==> src/rtl/div_unit_pkg.sv <==
// Shared constants for the execute-stage divider: FSM encodings, handshake levels, bus widths.
package div_unit_pkg;

    localparam logic [1:0] DIV_FREE   = 2'b00;
    localparam logic [1:0] DIV_BYZERO = 2'b01;
    localparam logic [1:0] DIV_ON     = 2'b10;
    localparam logic [1:0] DIV_END    = 2'b11;

    localparam logic DIV_START            = 1'b1;
    localparam logic DIV_STOP             = 1'b0;
    localparam logic DIV_RESULT_READY     = 1'b1;
    localparam logic DIV_RESULT_NOT_READY = 1'b0;

    localparam logic        RESET_ENABLE     = 1'b1;
    localparam logic [31:0] ZERO_WORD        = 32'h0000_0000;
    localparam int          DOUBLE_REG_BUS_W = 64;
    localparam int          DIV_CNT_W        = 6;

    // Sign fix-ups latched at capture and applied on the last step.
    typedef struct packed {
        logic neg_q;
        logic neg_r;
    } div_fix_t;

endpackage

==> src/rtl/div_unit.sv <==
// Restoring shift-subtract divider for DIV/DIVU; result {remainder, quotient} held for HI/LO write.
module div_unit
    import div_unit_pkg::*;
#(
    parameter int WIDTH = 32
) (
    input  logic                 clk,
    input  logic                 rst,
    input  logic                 signed_div_i,
    input  logic [WIDTH-1:0]     opdata1_i,
    input  logic [WIDTH-1:0]     opdata2_i,
    input  logic                 start_i,
    input  logic                 annul_i,
    output logic [2*WIDTH-1:0]   result_o,
    output logic                 ready_o
);

    logic [1:0]           r_state;
    logic [DIV_CNT_W-1:0] r_cnt;
    logic [WIDTH-1:0]     r_rem;
    logic [WIDTH-1:0]     r_quot;
    logic [WIDTH-1:0]     r_divisor;
    div_fix_t             r_fix;
    logic [2*WIDTH-1:0]   r_result;
    logic                 r_ready;

    logic             w_neg1, w_neg2;
    logic [WIDTH-1:0] w_mag1, w_mag2;
    logic [WIDTH:0]   w_shift, w_diff;
    logic [WIDTH-1:0] w_rem_next, w_quot_next;
    logic [WIDTH-1:0] w_q_fix, w_r_fix;
    logic             w_last;

    assign w_neg1 = signed_div_i & opdata1_i[WIDTH-1];
    assign w_neg2 = signed_div_i & opdata2_i[WIDTH-1];
    assign w_mag1 = w_neg1 ? (~opdata1_i + 1'b1) : opdata1_i;
    assign w_mag2 = w_neg2 ? (~opdata2_i + 1'b1) : opdata2_i;

    // One restoring step: shift the next dividend bit into the partial remainder, trial-subtract.
    assign w_shift     = {r_rem, r_quot[WIDTH-1]};
    assign w_diff      = w_shift - {1'b0, r_divisor};
    assign w_rem_next  = w_diff[WIDTH] ? w_shift[WIDTH-1:0] : w_diff[WIDTH-1:0];
    assign w_quot_next = {r_quot[WIDTH-2:0], ~w_diff[WIDTH]};

    assign w_q_fix = r_fix.neg_q ? (~w_quot_next + 1'b1) : w_quot_next;
    assign w_r_fix = r_fix.neg_r ? (~w_rem_next + 1'b1) : w_rem_next;
    assign w_last  = (r_cnt == DIV_CNT_W'(WIDTH - 1));

    always_ff @(posedge clk) begin
        if (rst == RESET_ENABLE) begin
            r_state   <= DIV_FREE;
            r_cnt     <= '0;
            r_rem     <= '0;
            r_quot    <= '0;
            r_divisor <= '0;
            r_fix     <= '0;
            r_result  <= '0;
            r_ready   <= DIV_RESULT_NOT_READY;
        end else begin
            case (r_state)
                DIV_FREE: begin
                    r_result <= '0;
                    r_ready  <= DIV_RESULT_NOT_READY;
                    if (start_i == DIV_START && !annul_i) begin
                        r_cnt       <= '0;
                        r_rem       <= '0;
                        r_quot      <= w_mag1;
                        r_divisor   <= w_mag2;
                        r_fix.neg_q <= w_neg1 ^ w_neg2;
                        r_fix.neg_r <= w_neg1;
                        r_state     <= (opdata2_i == '0) ? DIV_BYZERO : DIV_ON;
                    end
                end
                DIV_BYZERO: begin
                    r_result <= '0;
                    r_ready  <= DIV_RESULT_READY;
                    r_state  <= DIV_END;
                end
                DIV_ON: begin
                    if (annul_i) begin
                        r_cnt    <= '0;
                        r_result <= '0;
                        r_ready  <= DIV_RESULT_NOT_READY;
                        r_state  <= DIV_FREE;
                    end else begin
                        r_rem  <= w_rem_next;
                        r_quot <= w_quot_next;
                        r_cnt  <= r_cnt + 1'b1;
                        // The 32nd step's edge also commits the corrected result.
                        if (w_last) begin
                            r_result <= {w_r_fix, w_q_fix};
                            r_ready  <= DIV_RESULT_READY;
                            r_state  <= DIV_END;
                        end
                    end
                end
                DIV_END: begin
                    if (start_i == DIV_STOP) begin
                        r_result <= '0;
                        r_ready  <= DIV_RESULT_NOT_READY;
                        r_state  <= DIV_FREE;
                    end
                end
                default: r_state <= DIV_FREE;
            endcase
        end
    end

    assign result_o = r_result;
    assign ready_o  = r_ready;

endmodule

==> config.mk <==
export PLATFORM = sky130hd
export DESIGN_NAME = div_unit
export DESIGN_NICKNAME = d
export VERILOG_FILES = /design/src/rtl/div_unit_pkg.sv /design/src/rtl/div_unit.sv
export SDC_FILE = /design/constraint.sdc
export NUM_CORES = 1
export LEC_CHECK = 0
export BUFFER_PORTS_ARGS = -buffer_cell sky130_fd_sc_hd__buf_2
export CAP_MARGIN = 40
export CELL_PAD_IN_SITES_DETAIL_PLACEMENT = 0
export CELL_PAD_IN_SITES_GLOBAL_PLACEMENT = 1
export CORE_ASPECT_RATIO = 0.6
export CORE_MARGIN = 5
export CORE_UTILIZATION = 35
export CTS_CLUSTER_DIAMETER = 100
export DETAILED_ROUTE_END_ITERATION = 7
export PLACE_DENSITY = 0.72
export SYNTH_ARGS = -nofsm -noshare
export SYNTH_HDL_FRONTEND = slang
export SYNTH_SLANG_ARGS = --single-unit
==> constraint.sdc <==
create_clock -name clk -period 5.61 [get_ports clk]
set_clock_uncertainty 0.15 [all_clocks]
set_input_delay 0.8415 -clock clk [delete_from_list [all_inputs] [get_ports clk]]
set_output_delay 0.8415 -clock clk [all_outputs]
set_load 0.005 [all_outputs]
# Word-level counts from Yosys, hierarchy flattened
# Cells that the tools add are included.
[classes] add_sub_neg=6 eq_ne=8 n_mux=28 bitwise=8 n_reduce_logical=11
[ops] operator="32-bit two-way mux" n=9
[ops] operator="64-bit two-way mux" n=3
[ops] operator="64-bit case mux with 3 select lines" n=1
[ops] operator="32-bit by 1-bit adder with 32-bit output (second input constant)" n=4
[ops] operator="32-bit inverter" n=4
[ops] operator="32-bit case mux with 2 select lines" n=2
[ops] operator="33-bit by 32-bit subtractor with 33-bit output" n=1
[ops] operator="32-bit zero test" n=1
[ops] operator="6-bit two-way mux" n=2
[ops] operator="6-bit case mux with 2 select lines" n=1
[ops] operator="2-bit two-way mux" n=5
[ops] operator="2-bit case mux with 4 select lines" n=1
[ops] operator="6-bit by 1-bit adder with 6-bit output (second input constant)" n=1
[ops] operator="6-bit by 5-bit equality test with 1-bit output (second input constant)" n=1
[ops] operator="2-bit inequality test (second input constant)" n=3
[ops] operator="2-bit AND reduction" n=3
[ops] operator="3-bit AND reduction" n=2
[ops] operator="2-bit equality test (second input constant)" n=2
[ops] operator="1-bit case mux with 4 select lines" n=1
[ops] operator="1-bit two-way mux" n=3
[ops] operator="3-bit inequality test (second input constant)" n=1
[ops] operator="1-bit bitwise AND" n=2
[ops] operator="2-bit by 1-bit equality test with 1-bit output (second input constant)" n=1
[ops] operator="2-bit zero test" n=1
[ops] operator="other kinds (6)" n=6
[totals] reg_bits=171 elab_cells=70

# Depth between registers and ports, before layout
[depth] ltp_word=8 ltp_mapped=23

# Worst setup path before layout
# Ideal clock, no wire load.
[synth_timing] path_kind="flip-flop to flip-flop" startpoint="reg r_quot[31]" endpoint="reg r_result[62], in the netlist result_o[62]" arrival_ps=4478 required_time_ps=5333 setup_slack_ps=855 stages_incl_launch_ff=21 n_path_buf=3 period_less_slack_ps=4755 path_cell_list="dfxtp_1 > inv_1 > ha_1 > inv_1 > fa_1 > a211oi_2 > o21ai_1 > o311ai_2 > a21oi_1 > a211oi_4 > buf_6 > buf_2 > buf_2 > mux2i_1 > ha_1 > or4b_1 > o31ai_2 > nand3_2 > o41ai_2 > xor2_1 > o21ai_1"
[synth_between] elab_chain_len=8
[synth_rtl] element="start, declared" line_no="div_unit.sv:21" source="logic [WIDTH-1:0] r_quot;"
[synth_rtl] element="start signal, assigned" line_no="div_unit.sv:67" source="r_quot <= w_mag1;"
[synth_rtl] element="start signal, assigned" line_no="div_unit.sv:87" source="r_quot <= w_quot_next;"
[synth_rtl] element="33-bit by 32-bit subtractor with 33-bit output" line_no="div_unit.sv:41" source="assign w_diff = w_shift - {1'b0, r_divisor};"
[synth_rtl] element="32-bit two-way mux *" line_no="div_unit.sv:42" source="assign w_rem_next = w_diff[WIDTH] ? w_shift[WIDTH-1:0] : w_diff[WIDTH-1:0];"
[synth_rtl] element="32-bit inverter" line_no="div_unit.sv:46" source="assign w_r_fix = r_fix.neg_r ? (~w_rem_next + 1'b1) : w_rem_next;"
[synth_rtl] element="32-bit by 1-bit adder with 32-bit output" line_no="div_unit.sv:46"
[synth_rtl] element="32-bit two-way mux *" line_no="div_unit.sv:46"
[synth_rtl] element="64-bit two-way mux *" line_no="div_unit.sv:90" source="if (w_last) begin"
[synth_rtl] element="64-bit two-way mux *" line_no="div_unit.sv:80" source="if (annul_i) begin"
[synth_rtl] element="64-bit case mux with 3 select lines *" line_no="div_unit.sv:60" source="case (r_state)"
[synth_rtl] element="end signal, assigned" line_no="div_unit.sv:91" source="r_result <= {w_r_fix, w_q_fix};"
[synth_rtl] element="end, declared" line_no="div_unit.sv:24" source="logic [2*WIDTH-1:0] r_result;"
# Every way passes the cells marked *; elsewhere a longest branch is shown, timed or not. The select of a mux whose other input is x is not followed.
# A chain may end at the register's enable or synchronous reset.

# Final worst setup path
[layout_timing] startpoint="reg r_quot[31]" endpoint="reg r_result[63], in the netlist result_o[63]"
# Same word-level chain as after synthesis.

==> results.json <==
{
  "pwr-share-seq_pct": 29.3,
  "busiest_layer": "met1",
  "hold_slack_ns": 0.291,
  "required_ns": 5.79,
  "synth-seq-area-share_pct": 28.9,
  "post_cts_buffers": 0,
  "io_pins": 134,
  "overflow": 0,
  "syn_area_per_cell_um2": 7.44,
  "vias_per_cell": 5.44,
  "portBuffers": 133,
  "drtIter0Drc": 1264,
  "rows": 52,
  "intPower_mw": 2.79,
  "grt_max_degree": 82,
  "worstMarginPinSlew_ns": 1.06,
  "fmax_ghz": 0.209,
  "cts_hold_buffers": 0,
  "final_core_util_pct": 40.0,
  "most-common-layout-cells": "209 x nand2_1, 192 x nor2_1, 171 x dfxtp_1",
  "swShare_pct": 45.9,
  "design_area_um2": 13400,
  "cts_root_buffer": "clkbuf_16",
  "grt_use_met2_pct": 23.5,
  "fin_crit_ns": 4.77,
  "dp_hpwl_mm": 31.7,
  "die_h_um": 152,
  "gp_congestion": 0.937,
  "grt_pass1_wl_mm": 62.4,
  "hold_violations": 0,
  "synth_async_sr_flop_share_pct": 0,
  "final_common_cell": "nand2_1",
  "netSwitchingPower_mw": 2.37,
  "drv_slew": 0,
  "power.total_mw": 5.16,
  "grt_pass1_vias": 10400,
  "cts.path.max_buffers": 2,
  "hp-class": "flop to flop",
  "yosys_warnings": 0,
  "cts_buffers": 17,
  "cp-end-kind": "flop",
  "rr_startpoint": "r_quot[31]$_SDFFE_PP0P_",
  "postPlaceCellArea_um2": 12900,
  "rsz0062_at_grt": "no",
  "start_kind": "flop",
  "vias": 11600,
  "coreArea_um2": 33600,
  "cts.sinks": 171,
  "maxCapViolCount": 0,
  "cts_resized": 0,
  "crit_arrival_ns": 4.96,
  "slew_headroom_pct": 29.1,
  "ant_nets": 0,
  "wl_per_cell_um": 19.0,
  "drive_gt1_share_pct": 12.9,
  "htreeDepth": 4,
  "ys_ff_latch": 171,
  "fin_tns_setup_ns": 0,
  "synth_area_um2": 11800,
  "peakVddDrop_uv": 216,
  "status": "finished clean",
  "synth_cell_types": 83,
  "clkLatencyLatePin_ns": 0.46,
  "die_x_um": 247,
  "cts_tree": "built",
  "die-area_um2": 37700,
  "worstHoldStart": "result_o[56]$_SDFFE_PP0P_",
  "cp_max_fo": 66,
  "grt_usage_pct": 21.0,
  "drc": 0,
  "start_util_pct": 35.3,
  "grt_antenna_before_repair": 1,
  "multiInputGateArea_um2": 7820,
  "combPwrFrac_pct": 47.4,
  "regArea_um2": 3420,
  "n_fill_cell": 3514,
  "routed_wirelength_mm": 40.5,
  "dr.pass1.iters": 5,
  "clk_pin_slew_ns": 0.07,
  "grtUsageMet1_pct": 36.0,
  "path_class": "flop to flop",
  "nNetsFinal": 1775,
  "synth-edff-count": 0,
  "synthCells": 1591,
  "clkPwrFrac_pct": 23.3,
  "power_density_nw_per_um2": 384,
  "setup_viol": 0,
  "met3_usage_pct": 7.56,
  "period_share_pct": 85.1,
  "syn-num-nets": 1703,
  "synthFlopType": "dfxtp_1",
  "power.leakage_nw": 5.21,
  "area_growth_pct": 13.5,
  "crit_start": "r_quot[31]$_SDFFE_PP0P_"
}
==> sequential cells by signal, indices dropped and copies added (netlist names) <==
register   cells
result_o      64
r_state        2
ready_o        1
r_quot        32
r_divisor     32
r_rem         32
r_cnt          6
r_fix          2
==> critical path, stage by stage (launching register included) <==
cell and delay (ns):
dfxtp_1 0.33, inv_1 0.08, ha_1 0.16, inv_1 0.06, fa_1 0.42, a211oi_2 0.23, o21ai_1 0.15, o311ai_2 0.38
a21oi_1 0.17, a211oi_4 0.37, buf_12 0.36, inv_2 0.28, o31ai_1 0.48, nand4b_1 0.30, o41a_1 0.46, xnor2_1 0.16
o21ai_1 0.07
==> synthesized netlist by cell type (17+ instances only) <==
cell type / count / share of area, %
nand2_1: 209 / 6.6
nor2_1: 194 / 6.2
dfxtp_1: 171 / 29
a21oi_1: 125 / 5.3
o21ai_0: 105 / 4.4
xnor2_1: 80 / 5.9
clkbuf_1: 67 / 2.1
xor2_1: 62 / 4.6
inv_1: 52 / 1.6
a211oi_1: 44 / 2.8
ha_1: 42 / 4.4
a22oi_1: 39 / 2.5
nor3_1: 34 / 1.4
nand3_1: 28 / 1.2
mux2i_1: 26 / 2.2
or3_1: 23 / 1.2
o21ai_1: 20 / 0.85
o41ai_1: 20 / 1.5
nor4_1: 17 / 0.90
==> layout make-up <==
cell class	instances	area share, %
antenna	1	0.0186
multi-input combinational	1269	58.2
clock buffer	19	3.30
tap	459	4.27
inverter	54	1.51
clock inverter	13	0.987
sequential	171	25.5
timing repair buffer	150	6.22
==> cells by family (layout without fill, tap and decap cells) <==
kind of cell             Yosys count  after routing  share of synthesized area (%)
other                              0              1                              0
AND/OR/NAND/NOR                  590            590                           22.6
buffers and inverters            151            236                           5.28
adder cells (fa/ha/maj)           43             43                           4.61
XOR/XNOR                         142            142                           10.5
AO/OA/AOI/OAI                    463            463                           25.4
multiplexers                      31             31                           2.67
flip-flops                       171            171                           28.9
==> through the flow <==
step	setup WS (ns)	cells
finish	0.836	2136
global route	0.489	2136
CTS	0.846	2135
detailed placement	0.858	2103
global placement	0.955	2101
floorplan	0.855	1591
==> path summary, 6_finish.rpt <==
kind / endpoint / slack, ns / depth (start not counted)
max: result_o[63]$_SDFFE_PP0P_ / 0.84 / 16
min: result_o[56]$_SDFFE_PP0P_ / 0.29 / 2
max reg2reg: result_o[63]$_SDFFE_PP0P_ / 0.84 / 16
min reg2reg: result_o[56]$_SDFFE_PP0P_ / 0.29 / 2
==> power groups by stage <==
stage / Sequential [mW] / Clock (mW) / Combinational [mW]
after floorplan: 1.46 / 0 / 1.76
after global placement: 1.53 / 0 / 2.36
after detailed placement: 1.53 / 0 / 2.38
after CTS: 1.50 / 1.23 / 2.39
after global routing: 1.53 / 1.28 / 2.68
final: 1.51 / 1.20 / 2.45
==> metal layers <==
layer | share of wire, % | routed length [um] | up-vias
met4 | 0.98 | 399 | 0
met3 | 12 | 4750 | 30
met5 | 0 | 0 | -
met2 | 33 | 13500 | 429
li1 | - | - | 5793
met1 | 54 | 21900 | 5361
(Power assumes the default switching activity.)
